$ cat src/rtl/am_mod_pipe_if.sv
// am_mod_pipe_if: sample/depth bus of the AM modulator.
// The DDS side drives through the master modport; the modulator uses slave.
interface am_mod_pipe_if #(
    parameter int DW = 14,
    parameter int MW = 8
);
    logic          in_valid;
    logic [DW-1:0] carrier;
    logic [DW-1:0] modulating;
    logic [MW-1:0] depth;
    logic          depth_load;
    logic          out_valid;
    logic [DW-1:0] am_sig;
    logic          depth_busy;

    modport master (
        output in_valid, carrier, modulating, depth, depth_load,
        input  out_valid, am_sig, depth_busy
    );

    modport slave (
        input  in_valid, carrier, modulating, depth, depth_load,
        output out_valid, am_sig, depth_busy
    );
endinterface

$ cat src/rtl/am_mod_pipe.sv
// am_mod_pipe: pipelined AM modulator, offset-binary in and out.
//   am = c * (bias + x*m / 2^MW) / 2^DW, valid-qualified, no backpressure.
// Optional feature macro AM_DEPTH_RAMP_EN: when defined, depth changes ramp
// one LSB per accepted sample through a small FSM; otherwise depth_load
// applies the new depth immediately.
module am_mod_pipe #(
    parameter int DW = 14,
    parameter int MW = 8
) (
    input  logic          clk_100M,
    input  logic          rst,
    am_mod_pipe_if.slave  bus
);
    localparam int STAGES = 3;
    localparam logic [DW-1:0] MID      = {1'b1, {(DW-1){1'b0}}};
    localparam logic [DW-1:0] ENV_BIAS = {1'b0, {(DW-1){1'b1}}};

    // vld_pipe[0] tracks stage 1, vld_pipe[STAGES] is out_valid
    logic [STAGES:0]        vld_pipe;
    logic [MW-1:0]          m_cur;

    logic signed [DW-1:0]   x1, c1;
    logic [MW-1:0]          m1;
    logic [DW-1:0]          env2;
    logic signed [DW-1:0]   c2;
    logic signed [DW-1:0]   y3;
    logic [DW-1:0]          am_q;

    logic signed [DW+MW:0]  p_full;
    logic [DW-1:0]          env_c;
    logic signed [2*DW:0]   prod;
    logic                   unused_bits;

    // Valid shift register; bubbles travel with the data
    always_ff @(posedge clk_100M) begin
        if (rst) vld_pipe <= '0;
        else     vld_pipe <= {vld_pipe[STAGES-1:0], bus.in_valid};
    end

    // x*m fits in DW+MW bits; taking bits [DW+MW-1:MW] is the floor shift.
    // env stays within [0, 2^DW-1] for every input, so no clipping.
    assign p_full = $signed({{(MW+1){x1[DW-1]}}, x1}) * $signed({{(DW+1){1'b0}}, m1});
    assign env_c  = ENV_BIAS + p_full[DW+MW-1:MW];
    // env is unsigned, zero-extend before the signed multiply; high half is y
    assign prod   = $signed({{(DW+1){1'b0}}, env2}) * $signed({{(DW+1){c2[DW-1]}}, c2});
    assign unused_bits = ^{p_full[DW+MW], p_full[MW-1:0], prod[2*DW], prod[DW-1:0]};

    // Data stages: input capture, envelope, carrier product, output
    always_ff @(posedge clk_100M) begin
        if (rst) begin
            x1   <= '0;
            c1   <= '0;
            m1   <= '0;
            env2 <= '0;
            c2   <= '0;
            y3   <= '0;
            am_q <= MID;
        end else begin
            x1   <= {~bus.modulating[DW-1], bus.modulating[DW-2:0]};
            c1   <= {~bus.carrier[DW-1], bus.carrier[DW-2:0]};
            m1   <= m_cur;
            env2 <= env_c;
            c2   <= c1;
            y3   <= prod[2*DW-1:DW];
            if (vld_pipe[STAGES-1]) am_q <= {~y3[DW-1], y3[DW-2:0]};
        end
    end

    assign bus.out_valid = vld_pipe[STAGES];
    assign bus.am_sig    = am_q;

`ifdef AM_DEPTH_RAMP_EN
    typedef enum logic [1:0] {IDLE, UP, DOWN} state_t;
    state_t        state, state_nxt;
    logic [MW-1:0] target, target_nxt, m_nxt;
    logic          ramping;

    // Depth FSM state, target and current depth registers
    always_ff @(posedge clk_100M) begin
        if (rst) begin
            state  <= IDLE;
            target <= '0;
            m_cur  <= '0;
        end else begin
            state  <= state_nxt;
            target <= target_nxt;
            m_cur  <= m_nxt;
        end
    end

    // Retarget takes effect this cycle; step only on accepted samples
    always_comb begin
        state_nxt  = state;
        target_nxt = target;
        m_nxt      = m_cur;
        ramping    = 1'b0;
        case (state)
            IDLE:     ramping = bus.depth_load;
            UP, DOWN: ramping = 1'b1;
            default:  ramping = 1'b0;
        endcase
        if (bus.depth_load) target_nxt = bus.depth;
        if (ramping) begin
            if (bus.in_valid && target_nxt > m_cur)      m_nxt = m_cur + MW'(1);
            else if (bus.in_valid && target_nxt < m_cur) m_nxt = m_cur - MW'(1);
            if (target_nxt > m_nxt)      state_nxt = UP;
            else if (target_nxt < m_nxt) state_nxt = DOWN;
            else                         state_nxt = IDLE;
        end
    end

    assign bus.depth_busy = (state != IDLE);
`else
    // Immediate depth update; the sample on the same edge sees the old depth
    always_ff @(posedge clk_100M) begin
        if (rst)                 m_cur <= '0;
        else if (bus.depth_load) m_cur <= bus.depth;
    end

    assign bus.depth_busy = 1'b0;
`endif
endmodule

$ cat src/flat_wrapper.sv
// flat-port wrapper written by rule: the top's interface ports become plain ports
module am_mod_pipe_flat 
#(
    parameter int DW = 14,
    parameter int MW = 8
)
  (clk_100M, rst, bus_in_valid, bus_carrier, bus_modulating, bus_depth, bus_depth_load, bus_out_valid, bus_am_sig, bus_depth_busy);
  am_mod_pipe_if #(.DW(DW), .MW(MW)) bus_i ();
  input  logic clk_100M;
  input  logic rst;
  input wire logic [$bits(bus_i.in_valid)-1:0] bus_in_valid;
  input wire logic [$bits(bus_i.carrier)-1:0] bus_carrier;
  input wire logic [$bits(bus_i.modulating)-1:0] bus_modulating;
  input wire logic [$bits(bus_i.depth)-1:0] bus_depth;
  input wire logic [$bits(bus_i.depth_load)-1:0] bus_depth_load;
  output wire logic [$bits(bus_i.out_valid)-1:0] bus_out_valid;
  output wire logic [$bits(bus_i.am_sig)-1:0] bus_am_sig;
  output wire logic [$bits(bus_i.depth_busy)-1:0] bus_depth_busy;
  assign bus_i.in_valid = bus_in_valid;
  assign bus_i.carrier = bus_carrier;
  assign bus_i.modulating = bus_modulating;
  assign bus_i.depth = bus_depth;
  assign bus_i.depth_load = bus_depth_load;
  assign bus_out_valid = bus_i.out_valid;
  assign bus_am_sig = bus_i.am_sig;
  assign bus_depth_busy = bus_i.depth_busy;
  am_mod_pipe #(.DW(DW), .MW(MW)) u_core (.clk_100M(clk_100M), .rst(rst), .bus(bus_i));
endmodule
$ cat config.mk
export PLATFORM = sky130hd
export DESIGN_NAME = am_mod_pipe_flat
export DESIGN_NICKNAME = d
export VERILOG_FILES = /design/src/rtl/am_mod_pipe_if.sv /design/src/rtl/am_mod_pipe.sv /design/src/flat_wrapper.sv
export SDC_FILE = /design/constraint.sdc
export NUM_CORES = 1
export LEC_CHECK = 0
export BUFFER_PORTS_ARGS = -buffer_cell sky130_fd_sc_hd__buf_2
export CELL_PAD_IN_SITES_DETAIL_PLACEMENT = 0
export CELL_PAD_IN_SITES_GLOBAL_PLACEMENT = 1
export CORE_ASPECT_RATIO = 1.4
export CORE_MARGIN = 3
export CORE_UTILIZATION = 51
export CTS_CLUSTER_SIZE = 12
export DETAILED_ROUTE_END_ITERATION = 8
export PLACE_DENSITY = 0.79
export REMOVE_ABC_BUFFERS = 1
export SYNTH_ARGS = -nofsm -noshare
export SYNTH_HDL_FRONTEND = slang
export SYNTH_SLANG_ARGS = --single-unit
$ cat constraint.sdc
create_clock -name clk_100M -period 6.9 [get_ports clk_100M]
set_input_delay 0.345 -clock clk_100M [delete_from_list [all_inputs] [get_ports clk_100M]]
set_output_delay 0.345 -clock clk_100M [all_outputs]
set_load 0.01 [all_outputs]
==> results of run 1 <==
state kept, by name, indices dropped and copies added, names as in the netlist:
signal,count
u_core.m1,8
u_core.m_cur,8
u_core.bus.am_sig,14
u_core.env2,14
u_core.vld_pipe,4
u_core.x1,14
u_core.y3,14
u_core.c1,14
u_core.c2,14
path summary, 6_finish.rpt:
check	to	slack, ns	cells past startpoint
worst max-delay path	u_core.y3[13]$_SDFF_PP0_	0.58	21
worst min-delay path	u_core.x1[13]$_SDFF_PP0_	0.13	2
worst max register to register	u_core.y3[13]$_SDFF_PP0_	0.58	21
worst min register to register	u_core.c2[9]$_SDFF_PP0_	0.42	1
power breakdown:
part	leakage [nW]	total [mW]	switching (mW)	internal (mW)
registers	0.857	0.751	0.0953	0.655
clock network	0.131	0.495	0.248	0.248
logic	6.51	0.741	0.413	0.328
cells by family after synthesis:
logic type                 Yosys count
buffers and inverters              337
and+or+nand+nor                    484
xor gates and xnor gates            34
AOI/OAI and AO/OA                   96
other                                1
muxes                               24
adders and majority gates          368
DFF                                104
final cells by class:
cell class / count / area share
Tap cell: 324 / 0.0281
Clock buffer: 10 / 0.0159
Timing Repair Buffer: 67 / 0.0257
Multi-Input combinational cell: 1007 / 0.710
Clock inverter: 5 / 0.00286
Sequential cell: 104 / 0.144
Inverter: 280 / 0.0729
per-stage QoR:
step / cells / worst slack (ns) / power [mW] / util / area, sq um
floorplan: 1391 / 1.07 / 1.27 / - / 13400
global placement: 1782 / 0.730 / 1.49 / 0.540 / 14100
detailed placement: 1782 / 0.627 / 1.52 / 0.540 / 14100
CTS: 1797 / 0.603 / 2.03 / 0.551 / 14400
global route: 1797 / 0.251 / 2.16 / 0.551 / 14400
finish: 1797 / 0.579 / 1.99 / 0.551 / 14400
per-layer routing:
layer / wire, um / vias to the layer above / GRT usage
met5: 0 / - / 0
met4: 1010 / 0 / 0.0803
met3: 584 / 61 / 0.0230
met2: 16000 / 133 / 0.415
met1: 10400 / 4614 / 0.222
li1: - / 4447 / -
synthesized netlist by cell type (all sizes together) (10+ instances only):
cell type    n  share of area
mux2i       23          0.017
ha         140           0.13
o21ai       20         0.0079
inv        280          0.077
dfxtp      104           0.15
nand2b      10         0.0046
fa         228           0.34
nand2      144          0.040
xnor2       24          0.015
nor3        13         0.0063
xor2        10         0.0075
and2       161          0.074
nor2b       63          0.029
clkbuf      52          0.016
a21oi       26          0.011
nor2        59          0.017
placed cells by master (no fill, tap or decap), types with 4 or more instances in the layout:
master,count
and2_1,160
inv_1,280
xor2_1,8
buf_4,14
nand2_1,142
buf_2,53
nor2b_1,62
o21ai_1,8
dfxtp_1,104
o21bai_1,4
nor2_1,58
nand4_1,4
xnor2_1,24
or3_1,4
clkbuf_16,9
o21a_1,4
nor3_1,10
nand3_1,4
nand2b_1,10
fa_1,228
o21ai_0,10
a21o_1,8
a21oi_1,23
mux2i_1,23
ha_1,140
==> results.toml, run 1 <==
[synth]
yosysWarnings = 0
yosys_register_bits = 104
synth_area_sq_mm = 0.0136
muxShareOfSynthArea = 0.0187
synth_fa_ha_area_frac = 0.464
ys_async_sr_fraction = 0
synthXorXnorAreaFrac = 0.0230
synthFlopType = "dfxtp_1"
synth_top_family_by_area = "adder cells"
postSynthCellCount = 1448
synth_compound_area_frac = 0.0537
avgSynthCellArea_sq_um = 9.41
synth-edff-count = 0
synth-simple-area-share = 0.192
synth_cell_types = 78
yosysSeqAreaShare = 0.153

[clock_tree]
clkSlewWorstSetupHoldPaths_ns = 0.08
cts_setup_buffers = 0
cts_max_level = 3
cts_max_path_buffers = 2
cts_buffers = 9
clock-root-buffer = "clkbuf_16"
ctsResizeCount = 0
cts_tree = "built"
clkLatencyLatePin_ns = 0.37
cts.sinks = 104
cts_hold_buf = 0

[sta]
fin_skew_ns = 0.0140
setup-tns-final_ns = 0
min_period_over_period = 0.916
slew_headroom = 0.458
max_slew.worst_pin.slew_ns = 0.812
fin_crit_ns = 6.32
setup_violations = 0
finalHoldViolations = 0
max_freq_ghz = 0.158
whs_ns = 0.129
final_max_slew_viol_count = 0
rsz0062_at_grt = "false"

[power_and_ir_drop]
p_per_area_mw_per_mm2 = 138
p_leak_nw = 7.50
ir_worst_vdd_v = 0.000108

[critical_path]
worstPathCellList = "nand2_1 -> fa_1 -> inv_1 -> fa_1 -> inv_1 -> fa_1 -> inv_1 -> fa_1 -> fa_1 -> inv_1 -> fa_1 -> inv_1 -> ha_1 -> nand4_1 -> or2_1 -> o2111a_1 -> o32a_1 -> o31a_1 -> o21ai_1 -> a2111oi_0 -> o21bai_1"
reg2reg_from = "u_core.env2[6]$_SDFF_PP0_"
cp.required_ns = 7.16
cp_slowest_cell = "dfxtp_1"
setup.worst_path.start = "u_core.env2[6]$_SDFF_PP0_"
critPathBufInv = 5
worst_setup_path_end_kind = "flip-flop"
critPathMostFrequentCell = "fa_1"
cpPeakStageDelay_ns = 0.62
crit_family = "adder cells"
arrival_ns = 6.58
critical_path_class = "flip-flop to flip-flop"
crit_path_max_fanout = 14
worst_setup_path_start_kind = "flip-flop"

[route]
first_pass_iters = 4
drc = 0
wl_um = 28000
vias = 9255
ant_nets = 0
avgRoutedWirePerCell_um = 15.6
via_per_inst = 5.15
drt-initial-drc-count = 316

[floorplanning]
die_width_um = 144
start_util = 0.520
core_area_sq_mm = 0.0262
io_pins = 56
num_rows = 70
die_h_um = 199
die_area_sq_mm = 0.0287

[final_layout]
num_antenna_cells = 0
syn_to_final_growth_pct = 5.85
nNetsFinal = 1877
drive_above_1_share = 0.0808
seq_area_sq_mm = 0.00208
num-fill-cells = 2421
multi_input_area_sq_mm = 0.0102

[place]
hpwl_um = 23800
port_buffers = 54
place_congestion = 0.855

[global_routing]
grt_usage = 0.210
grt_pass1_vias = 10200
grt_antenna_before_repair = 0
grt_max_degree = 66
grt_pass1_wl_um = 47600
overflow = 0

[run]
maxCapViolations = 0

[run_status]
outcome = "finished, final reports clean"

[hold_path]
min_from = "bus_modulating[13]"
hp-class = "input port to flip-flop"
Power figures use the tool's default switching activity.
==> run 2: changes to the inputs <==
- REMOVE_ABC_BUFFERS: 1 -> default
==> run 2 against run 1 <==
Effect of this change:
- largest power group is now combinational logic
- via count about the same
- maximum frequency grew 1.6%
- register-to-register slack better by 0.098 ns
- sequential power is 1% lower
- setup slack improved by 0.098 ns
- clock power is 9.9% higher
- routed wire length increased by 0.15%
- utilization is 0.32 points higher
- critical path depth down 1
==> results.toml, run 2 (synthesis gave the netlist of run 1 again) <==
[global_routing]
grt_usage = 0.214
grt_pass1_vias = 10200
grt_pass1_wl_um = 48700
overflow = 0
grt_antenna_before_repair = 0
grt_max_degree = 71

[critical_path]
crit_path_max_fanout = 14
cp.required_ns = 7.17
worst_setup_path_end_kind = "flip-flop"
worst_setup_path_start_kind = "flip-flop"
critical_path_class = "flip-flop to flip-flop"
arrival_ns = 6.49

[floorplanning]
num_rows = 70
die_h_um = 199
io_pins = 56
die_width_um = 144
start_util = 0.520
die_area_sq_mm = 0.0287
core_area_sq_mm = 0.0262

[power_and_ir_drop]
p_leak_nw = 7.55
p_per_area_mw_per_mm2 = 140
ir_worst_vdd_v = 0.000156

[route]
drc = 0
via_per_inst = 5.13
wl_met3_um = 529
met1_length_um = 11100
wl_um = 28000
first_pass_iters = 4
ant_nets = 0
avgRoutedWirePerCell_um = 15.5
vias = 9249
highest_layer = "met4"
drt-initial-drc-count = 265
wl_met2_um = 15200

[place]
place_congestion = 0.927
placed_cell_area_sq_mm = 0.0142
port_buffers = 54
placed_cells = 1787
hpwl_um = 24000

[synth]
synth_nets = 1856

[final_layout]
final_common_cell = "inv_1"
instances_no_fill = 1803
num_antenna_cells = 0
stdcell_area_sq_mm = 0.0145
nNetsFinal = 1882
num-fill-cells = 2452
syn_to_final_growth_pct = 6.47
multi_input_area_sq_mm = 0.0102
drive_above_1_share = 0.0852
mostFrequentLayoutCells = "inv_1 (280), fa_1 (228), and2_1 (160)"
seq_area_sq_mm = 0.00208

[clock_tree]
cts_hold_buf = 0
cts_setup_buffers = 0
clock-root-buffer = "clkbuf_16"
cts_buffers = 9
ctsResizeCount = 0
clkSlewWorstSetupHoldPaths_ns = 0.09
cts_max_path_buffers = 2
clkLatencyLatePin_ns = 0.37
cts_max_level = 3
cts.sinks = 104
cts_tree = "built"

[sta]
final_max_slew_viol_count = 0
finalHoldViolations = 0
fin_crit_ns = 6.22
max_freq_ghz = 0.161
setup-tns-final_ns = 0
setup_violations = 0
fin_skew_ns = 0.0219
rsz0062_at_grt = "false"
max_slew.worst_pin.slew_ns = 0.841
slew_headroom = 0.439
min_period_over_period = 0.902

[hold_path]
hp-class = "input port to flip-flop"

[run]
maxCapViolations = 0

[run_status]
outcome = "finished, final reports clean"
==> run 2: power by group <==
part           internal, mW  total (mW)  switching [mW]
Clock                 0.263       0.544           0.281
Sequential            0.655       0.740          0.0849
Combinational         0.329       0.742           0.413
==> run 2: path summary, 6_finish.rpt <==
check / slack, ns / start / endpoint / cells after the start
worst max-delay path: 0.68 / u_core.env2[9]$_SDFF_PP0_ / u_core.y3[13]$_SDFF_PP0_ / 20
worst min-delay path: 0.12 / bus_modulating[13] / u_core.x1[13]$_SDFF_PP0_ / 2
worst max register to register: 0.68 / u_core.env2[9]$_SDFF_PP0_ / u_core.y3[13]$_SDFF_PP0_ / 20
worst min register to register: 0.44 / u_core.c1[3]$_SDFF_PP0_ / u_core.c2[3]$_SDFF_PP0_ / 1
==> run 2: worst max-delay path, stage by stage, from the launching register on <==
cell,delay [ns]
dfxtp_1,0.66
and2_1,0.23
fa_1,0.41
inv_1,0.08
fa_1,0.41
inv_1,0.08
fa_1,0.44
fa_1,0.50
fa_1,0.49
inv_1,0.05
fa_1,0.48
inv_1,0.04
ha_1,0.28
nand4_1,0.10
or2_1,0.27
o2111a_1,0.31
o32a_1,0.38
o31a_1,0.33
o21ai_1,0.26
a2111oi_0,0.14
o21bai_1,0.18
==> run 2: final cells by class <==
cell class                      count  area share
Sequential cell                   104       0.144
Inverter                          280      0.0725
Multi-Input combinational cell   1007       0.706
Clock buffer                        9      0.0155
Clock inverter                      7     0.00630
Timing Repair Buffer               72      0.0281
Tap cell                          324      0.0280
==> run 2: per-stage QoR <==
stage / worst slack (ns) / power (mW) / utilization / hold WS [ns]
floorplan: 0.951 / 1.29 / - / 0.414
global placement: 0.795 / 1.48 / 0.542 / 0.419
detailed placement: 0.640 / 1.51 / 0.542 / 0.422
CTS: 0.667 / 2.06 / 0.554 / 0.103
global route: 0.328 / 2.20 / 0.554 / 0.117
finish: 0.677 / 2.03 / 0.554 / 0.121
==> run 2: metal layers <==
layer  track usage  vias up
met1         0.244     4595
met4        0.0942        0
li1              -     4461
met5             0        -
met2         0.399      128
met3        0.0230       65
